$ cat src/rtl/cpu_types_pkg.sv
// Shared types for the memory side of the cache/controller protocol.
//   word_t       : 32-bit data/address word
//   ramstate_t   : status reported by the RAM model each cycle
//   CPUS_DEFAULT : default number of cores seen by the arbiter
package cpu_types_pkg;

  typedef logic [31:0] word_t;

  typedef enum logic [1:0] {
    FREE   = 2'd0,
    BUSY   = 2'd1,
    ACCESS = 2'd2,
    ERROR  = 2'd3
  } ramstate_t;

  localparam int CPUS_DEFAULT = 2;

endpackage

$ cat src/rtl/rr_arbiter.sv
// Combinational rotating-priority picker.
//   req   : one request bit per core
//   ptr   : core index that has highest priority this round
//   grant : one-hot winner (all zero when no request)
//   idx   : binary index of the winner
//   any   : at least one request present
module rr_arbiter #(
  parameter int N  = 2,
  parameter int IW = (N > 1) ? $clog2(N) : 1
) (
  input  logic [N-1:0]  req,
  input  logic [IW-1:0] ptr,
  output logic [N-1:0]  grant,
  output logic [IW-1:0] idx,
  output logic          any
);

  int cand;

  // Scan from ptr upward, wrapping; the first requester seen wins.
  always_comb begin
    grant = '0;
    idx   = '0;
    any   = 1'b0;
    cand  = 0;
    for (int i = 0; i < N; i++) begin
      cand = (int'(ptr) + i) % N;
      if (!any && req[cand[IW-1:0]]) begin
        any = 1'b1;
        idx = cand[IW-1:0];
      end
    end
    if (any) grant[idx] = 1'b1;
  end

endmodule

$ cat src/rtl/memory_arbiter.sv
// Memory-side responder: arbitrates instruction and data requests from all
// cores onto a single-ported RAM and returns per-requester wait/load.
//   CLK, nRST            : clock, async active-low reset
//   iREN/dREN/dWEN       : per-core request strobes (write wins over read)
//   iaddr/daddr/dstore   : per-core addresses and write data (not latched)
//   iwait/dwait          : per-core wait, low only in the completing cycle
//   iload/dload          : ramload broadcast to every core
//   ramREN/ramWEN/ramaddr/ramstore : RAM side strobes, address, write data
//   ramload/ramstate     : RAM read data and status
//
// state  | meaning
// IDLE   | no grant; strobes low; pick a winner if anyone requests
// ACTIVE | owner's live request drives the RAM until ACCESS/ERROR/withdraw
module memory_arbiter
  import cpu_types_pkg::*;
#(
  parameter int CPUS = CPUS_DEFAULT
) (
  input  logic                 CLK,
  input  logic                 nRST,
  input  logic [CPUS-1:0]      iREN,
  input  logic [CPUS-1:0]      dREN,
  input  logic [CPUS-1:0]      dWEN,
  input  word_t [CPUS-1:0]     iaddr,
  input  word_t [CPUS-1:0]     daddr,
  input  word_t [CPUS-1:0]     dstore,
  output logic [CPUS-1:0]      iwait,
  output logic [CPUS-1:0]      dwait,
  output word_t [CPUS-1:0]     iload,
  output word_t [CPUS-1:0]     dload,
  output logic                 ramREN,
  output logic                 ramWEN,
  output word_t                ramaddr,
  output word_t                ramstore,
  input  word_t                ramload,
  input  ramstate_t            ramstate
);

  localparam int IW = (CPUS > 1) ? $clog2(CPUS) : 1;

  typedef enum logic {IDLE, ACTIVE} arb_state_t;

  arb_state_t      state, state_nxt;
  logic [IW-1:0]   owner_core, owner_core_nxt;
  logic            owner_isd, owner_isd_nxt;
  logic [IW-1:0]   rr, rr_nxt, rr_inc;
  logic [CPUS-1:0] core_req, win_grant;
  logic [IW-1:0]   win_idx;
  logic            win_any;
  logic            own_iren, own_dren, own_dwen, own_live;

  assign core_req = iREN | dREN | dWEN;

  rr_arbiter #(.N(CPUS), .IW(IW)) u_rr_arbiter (
    .req   (core_req),
    .ptr   (rr),
    .grant (win_grant),
    .idx   (win_idx),
    .any   (win_any)
  );

  // Owner signals are read live every cycle; dropping them aborts the grant.
  assign own_iren = iREN[owner_core];
  assign own_dren = dREN[owner_core];
  assign own_dwen = dWEN[owner_core];
  assign own_live = owner_isd ? (own_dren | own_dwen) : own_iren;

  assign rr_inc = (owner_core == IW'(CPUS - 1)) ? '0 : owner_core + IW'(1);

  always_ff @(posedge CLK or negedge nRST) begin
    if (!nRST) begin
      state      <= IDLE;
      owner_core <= '0;
      owner_isd  <= 1'b0;
      rr         <= '0;
    end else begin
      state      <= state_nxt;
      owner_core <= owner_core_nxt;
      owner_isd  <= owner_isd_nxt;
      rr         <= rr_nxt;
    end
  end

  always_comb begin
    state_nxt      = state;
    owner_core_nxt = owner_core;
    owner_isd_nxt  = owner_isd;
    rr_nxt         = rr;
    case (state)
      IDLE: begin
        if (win_any) begin
          state_nxt      = ACTIVE;
          owner_core_nxt = win_idx;
          // Within the winning core a data request beats an instruction fetch.
          owner_isd_nxt  = |(win_grant & (dREN | dWEN));
        end
      end
      ACTIVE: begin
        if (!own_live) begin
          state_nxt = IDLE;
        end else if (ramstate == ACCESS) begin
          state_nxt = IDLE;
          rr_nxt    = rr_inc;
        end else if (ramstate == ERROR) begin
          // Pointer untouched so the same requester is retried first.
          state_nxt = IDLE;
        end
      end
      default: state_nxt = IDLE;
    endcase
  end

  always_comb begin
    ramREN   = 1'b0;
    ramWEN   = 1'b0;
    ramaddr  = '0;
    ramstore = '0;
    iwait    = '1;
    dwait    = '1;
    if (state == ACTIVE && own_live) begin
      if (owner_isd) begin
        ramaddr = daddr[owner_core];
        if (own_dwen) begin
          ramWEN   = 1'b1;
          ramstore = dstore[owner_core];
        end else begin
          ramREN = 1'b1;
        end
      end else begin
        ramREN  = 1'b1;
        ramaddr = iaddr[owner_core];
      end
      if (ramstate == ACCESS) begin
        if (owner_isd) dwait[owner_core] = 1'b0;
        else           iwait[owner_core] = 1'b0;
      end
    end
  end

  assign iload = {CPUS{ramload}};
  assign dload = {CPUS{ramload}};

endmodule

$ cat config.mk
export PLATFORM = sky130hd
export DESIGN_NAME = memory_arbiter
export DESIGN_NICKNAME = d
export VERILOG_FILES = /design/src/rtl/cpu_types_pkg.sv /design/src/rtl/rr_arbiter.sv /design/src/rtl/memory_arbiter.sv
export SDC_FILE = /design/constraint.sdc
export NUM_CORES = 1
export LEC_CHECK = 0
export CAP_MARGIN = 25
export CORE_AREA = 2 2 167 169
export DETAILED_ROUTE_END_ITERATION = 10
export DIE_AREA = 0 0 169 171
export GPL_ROUTABILITY_DRIVEN = 0
export PLACE_DENSITY = 0.49
export SKIP_LAST_GASP = 1
export SLEW_MARGIN = 20
export SYNTH_ARGS = -nofsm -noshare
export SYNTH_HDL_FRONTEND = slang
export SYNTH_SLANG_ARGS = --single-unit
$ cat constraint.sdc
create_clock -name CLK -period 1.8 [get_ports CLK]
set_input_delay 0.36 -clock CLK [delete_from_list [all_inputs] [get_ports CLK]]
set_output_delay 0.36 -clock CLK [all_outputs]
set_load 0.02 [all_outputs]
==> flow_summary.toml, run 1 <==
[worst_setup_path]
reg2reg_slack_ns = 0.06
worstRegToRegCells = 6
worst_setup_path_start_kind = "primary input"
worst-path-max-fanout = 5
endpoint_kind = "output pin"
cp.required_ns = 1.44
r2r_end = "state"
cp-endpoint = "ramaddr[31]"
crit_type = "in2out"
critPathLaunch = "dREN[1]"
rr_startpoint = "owner_core"
cp.arrival_ns = 1.99

[global_routing]
grt_pass1_vias = 3023
antenna_found_initial = 2
grt_pass1_wl_um = 19200
grt.overflow.total = 0
grt_max_degree = 34
grtUsageTotal = 0.0893

[yosys]
synthesis.area_um2 = 2770
ys.warnings.count = 0
postSynthAreaPerCell_um2 = 8.81
ys_top_cells_by_area = "buf_4 37%, mux4_2 27%, mux2i_1 12%, and3_1 6.3%, nor2_1 5.3%"
syn-num-nets = 548
synth_top_area_cell = "buf_4"
netlist.area_leader.share = 0.367
synth-edff-count = 0
synthCells = 314
async_flop_share = 1.00
yosys-top-cells-count = "135 x buf_4, 39 x nor2_1, 33 x mux2i_1, 33 x mux4_2, 28 x and3_1"
ys_seq_area_frac = 0.0362
ys_types = 26
ys_seq_elements = 4
synth.most_common_cell = "buf_4"
synthFlopType = "dfrtp_1"

[timing]
skew_ns = 0.00467
finalMaxSlewViolations = 0
timing.slew.headroom = 0.795
period_share = 1.31
fin_ws_ns = -0.553
hold_viol_final = 0
rsz0062_at_grt = "true"
finalSetupViolCount = 67
timing.fmax_ghz = 0.425
layout_min_cycle_time_ns = 2.35
worst_slew_pin_slew_ns = 0.299

[cts]
cts_hold_buffers = 0
numCtsBuffers = 3
cts_sinks = 4
htreeDepth = 1
clock_latency_ns = 0.23
path_clk_slew_ns = 0.03
cts_tree = "yes"
clock_path_buffers = 2
root_buffer = "clkbuf_16"

[outcome]
violations = "negative setup slack"
status = "finished, violations left"

[power]
leakage_nw = 2.43
cellPowerDensity_nw_per_um2 = 1390
ir_drop_mv = 0.428

[floorplan]
initial_core_util = 0.101
fp.dieH_um = 171
die_x_um = 169
die-area_um2 = 28900
core_area_um2 = 27300
rows = 61
num_io_pins = 432

[worst_hold_path]
holdCritPathClass = "in2async"

[drt]
wl_per_cell_um = 18.0
vias_per_cell = 3.46
drt_first_pass_iters = 6
vias = 2939
drt-initial-drc-count = 36
ant_nets = 0
drc = 0
routed_wirelength_um = 15300

[placement]
io_buffers = 271
dp_hpwl_um = 11500
place_inst = 817
dp_slack_ns = -1.06

[job]
cap_violations = 0

[finish]
drive_gt1_frac = 0.506
syn_to_final_growth_pct = 126
fin_nets = 737
final_cell_count_no_fill = 850
## how the worst min path moves through the flow
stage | slack (ns) | from | to
floorplan | 0.06 | nRST | owner_core
global placement | 0.57 | nRST | owner_core
detailed placement | 0.58 | nRST | owner_core
CTS | 0.35 | nRST | owner_core
global route | 0.36 | nRST | owner_core
finish | 0.34 | nRST | owner_core
## metal layers
| layer | share of wire | wire length [um] | track usage | vias up |
|---|---|---|---|---|
| met5 | 0 | 0 | 0 | - |
| met4 | 0.037 | 559 | 0.0394 | 0 |
| met3 | 0.10 | 1550 | 0.0285 | 62 |
| met2 | 0.52 | 7880 | 0.161 | 201 |
| met1 | 0.35 | 5310 | 0.0957 | 1318 |
| li1 | - | - | - | 1358 |
## registers in the layout (all words and copies together) (netlist names)
register,cells
owner_core,1
state,1
rr,1
owner_isd,1
## report_power, final
group	internal (mW)	switching [mW]
Sequential	0.145	0.0641
Clock	0.293	0.0636
Combinational	4.56	3.53
## stage by stage
stage / util / hold WS, ns / area [um2] / TNS (ns) / power (mW)
6_report: 0.229 / 0.342 / 6240 / -24.70 / 8.66
5_1_grt: 0.228 / 0.360 / 6240 / -29.32 / 9.18
4_1_cts: 0.208 / 0.347 / 5670 / -24.95 / 7.59
3_5_place_dp: 0.195 / 0.582 / 5340 / -61.07 / 6.45
3_3_place_gp: 0.195 / 0.573 / 5340 / -60.54 / 6.45
2_1_floorplan: - / 0.0644 / 2950 / -2.38 / 4.16
## cell type report
class	instances	area, um2
clock buffer	4	78.8
fill	3020	21100
tap	346	433
antenna	2	5.00
timing repair buffer	334	3600
inverter	2	12.5
sequential	4	105
multi-input combinational	158	2010
## cells in the final DEF (no fill, tap or decap), types with 3 or more instances in the layout
master / n
mux2i_2: 3
a21oi_1: 3
clkbuf_16: 8
buf_6: 75
buf_4: 33
clkdlybuf4s50_1: 194
buf_12: 11
nor2_1: 4
mux4_2: 33
nor2_4: 34
and3_4: 31
buf_8: 6
mux2i_1: 30
buf_2: 3
buf_16: 3
## worst max-delay path, cell delays in order
cell	delay [ns]
buf_6	0.09
or2_4	0.24
mux4_2	0.50
buf_12	0.17
buf_12	0.12
buf_12	0.12
buf_6	0.11
and3_4	0.15
buf_6	0.12
## logic make-up after synthesis
logic type | share of synthesized area
AO/OA/AOI/OAI | 0.0176
buffers and inverters | 0.400
flip-flops | 0.0362
multiplexers | 0.392
AND/OR/NAND/NOR | 0.154
## what timing repair did
| item | in CTS | in global routing |
|---|---|---|
| gates resized for setup | 321 | 185 |
| cloned | 5 | 6 |
| setup endpoints to repair | 71 | 69 |
| buffers inserted | 13 | 5 |
| pin swaps | 4 | 40 |
(Power assumes the default switching activity.)
==> run 2, diff against run 1 <==
--- a/config.mk
+++ b/config.mk
@@ -6,11 +6,12 @@
 export NUM_CORES = 1
 export LEC_CHECK = 0
 export CAP_MARGIN = 25
-export CORE_AREA = 2 2 167 169
+export CORE_AREA = 2 2 168 170
 export DETAILED_ROUTE_END_ITERATION = 10
-export DIE_AREA = 0 0 169 171
+export DIE_AREA = 0 0 170 172
+export DONT_BUFFER_PORTS = 1
 export GPL_ROUTABILITY_DRIVEN = 0
-export PLACE_DENSITY = 0.49
+export PLACE_DENSITY = 0.3
 export SKIP_LAST_GASP = 1
 export SLEW_MARGIN = 20
 export SYNTH_ARGS = -nofsm -noshare
==> run 2 against run 1 <==
Effect of this change:
- the flow still finishes with violations (negative setup slack)
- routed wire length decreased by 20%
- highest routed layer is now met5
- clock power hardly changed
- combinational power is 31% lower
- critical endpoint is now ramstore[10]
- global-route usage fell by 1.6 points
==> flow_summary.toml, run 2 (synthesis gave the netlist of run 1 again) <==
[cts]
clock_path_buffers = 2
cts_tree = "yes"
numCtsBuffers = 3
clock_latency_ns = 0.23
htreeDepth = 1
root_buffer = "clkbuf_16"
cts_sinks = 4
path_clk_slew_ns = 0.03

[floorplan]
initial_core_util = 0.101
die_x_um = 170
die-area_um2 = 29200
num_io_pins = 432
rows = 61
fp.dieH_um = 172
core_area_um2 = 27500

[finish]
drive_gt1_frac = 0.707
mostFrequentLayoutCell = "buf_4"
syn_to_final_growth_pct = 16.1
final_cell_mix = "53 x buf_4, 33 x mux2i_1, 33 x mux4_2, 32 x and3_4, 20 x nor2_2"
fin_nets = 474
utilization = 0.117
design_area_um2 = 3210

[power]
p_sw_mw = 2.86
ir_drop_mv = 0.457
combPwrFrac = 0.908
leakage_nw = 1.19
pwr-share-clk = 0.058
p_int_mw = 3.27
cellPowerDensity_nw_per_um2 = 1910
sequentialPowerShare = 0.033
p_sw_frac = 0.467

[drt]
drt-initial-drc-count = 26
drc = 0
drt_first_pass_iters = 3
vias = 1995
vias_per_cell = 3.38
routed_wirelength_um = 12200
ant_nets = 0
wl_per_cell_um = 20.7

[timing]
rsz0062_at_grt = "true"
skew_ns = 0.00312
period_share = 1.17
fin_ws_ns = -0.299
hold_viol_final = 0
timing.slew.headroom = 0.767
worst_slew_pin_slew_ns = 0.350
timing.fmax_ghz = 0.476
whs_ns = 0.395
finalMaxSlewViolations = 0
layout_min_cycle_time_ns = 2.10
finalSetupViolCount = 66

[global_routing]
grt.overflow.total = 0
grt_max_degree = 34
grt_pass1_vias = 2195
antenna_found_initial = 8
grtUsageTotal = 0.0737
grt_pass1_wl_um = 15000

[job]
cap_violations = 0

[worst_setup_path]
worstRegToRegCells = 6
worst_setup_path_start_kind = "register"
crit_type = "reg2out"
worst-path-max-fanout = 33
cp.arrival_ns = 1.74
cp.required_ns = 1.44
endpoint_kind = "output pin"

[worst_hold_path]
holdCritPathClass = "in2reg"
hold_depth = 3

[placement]
dpl-instance-area_um2 = 2720
dp_hpwl_um = 9990
io_buffers = 0

[outcome]
status = "finished, violations left"
violations = "negative setup slack"
run 2: cell types whose count changed in the layout (fill, tap and decap cells not counted), moves of 4 or more:
cell / previous run / this run
buf_8: 6 / 1
nor2_4: 34 / 2
diode_2: 2 / 6
clkdlybuf4s50_1: 194 / 0
buf_6: 75 / 2
nor2_1: 4 / 17
buf_12: 11 / 7
buf_4: 33 / 53
nor2_2: 1 / 20
run 2: final timing paths:
| path | end | slack, ns | startpoint |
|---|---|---|---|
| max | ramstore[10] | -0.30 | owner_core |
| max in group asynchronous | owner_core | 1.19 | nRST |
| min reg2reg | rr | 0.62 | rr |
| min | owner_core | 0.40 | iREN[0] |
| min in group asynchronous | owner_core | 0.41 | nRST |
| max reg2reg | state | 0.04 | owner_core |
run 2: metal layers:
layer / up-vias / wire, um / GRT usage
met4: 4 / 399 / 0.0245
met5: - / 26 / 0
met3: 38 / 1840 / 0.0357
met2: 219 / 6650 / 0.153
li1: 843 / - / -
met1: 891 / 3300 / 0.0587
run 2: power by group through the flow:
| stage | logic, mW | registers, mW | clock network (mW) |
|---|---|---|---|
| 5_1_grt | 5.93 | 0.215 | 0.371 |
| 3_3_place_gp | 4.55 | 0.212 | 0 |
| 3_5_place_dp | 4.61 | 0.214 | 0 |
| 4_1_cts | 5.49 | 0.208 | 0.362 |
| 2_1_floorplan | 4.00 | 0.160 | 0 |
| 6_report | 5.57 | 0.204 | 0.358 |
run 2: worst max-delay path, cell delays in order (launching register included):
cell	delay, ns
dfrtp_4	0.49
buf_4	0.15
mux2i_1	0.12
nor2b_2	0.15
nand2_2	0.08
buf_12	0.17
nor2_2	0.15
buf_4	0.15
run 2: what timing repair did:
action | in CTS | in global routing
gates resized for setup | 23 | 6
hold buffers | 1 | 0
setup buffers | 10 | 1
pin swaps | 9 | 14
setup endpoints to repair | 67 | 67
cloned | 5 | 2
endpoints found under the hold margin | 4 | 0
run 2: metrics by stage:
step	worst slack, ns	power [mW]	TNS (ns)	cells
2_1_floorplan	-0.0708	4.16	-2.38	314
3_3_place_gp	-0.144	4.77	-3.00	562
3_5_place_dp	-0.151	4.82	-3.57	562
4_1_cts	-0.298	6.06	-17.77	582
5_1_grt	-0.356	6.52	-20.73	589
6_report	-0.299	6.13	-17.14	591
run 2: layout make-up:
| class | instances | area (um2) |
|---|---|---|
| Timing Repair Buffer | 71 | 773 |
| Tap cell | 346 | 433 |
| Inverter | 2 | 7.51 |
| Multi-Input combinational cell | 158 | 1800 |
| Antenna cell | 6 | 15.0 |
| Sequential cell | 4 | 105 |
| Clock buffer | 4 | 78.8 |
| Fill cell | 3134 | 24300 |
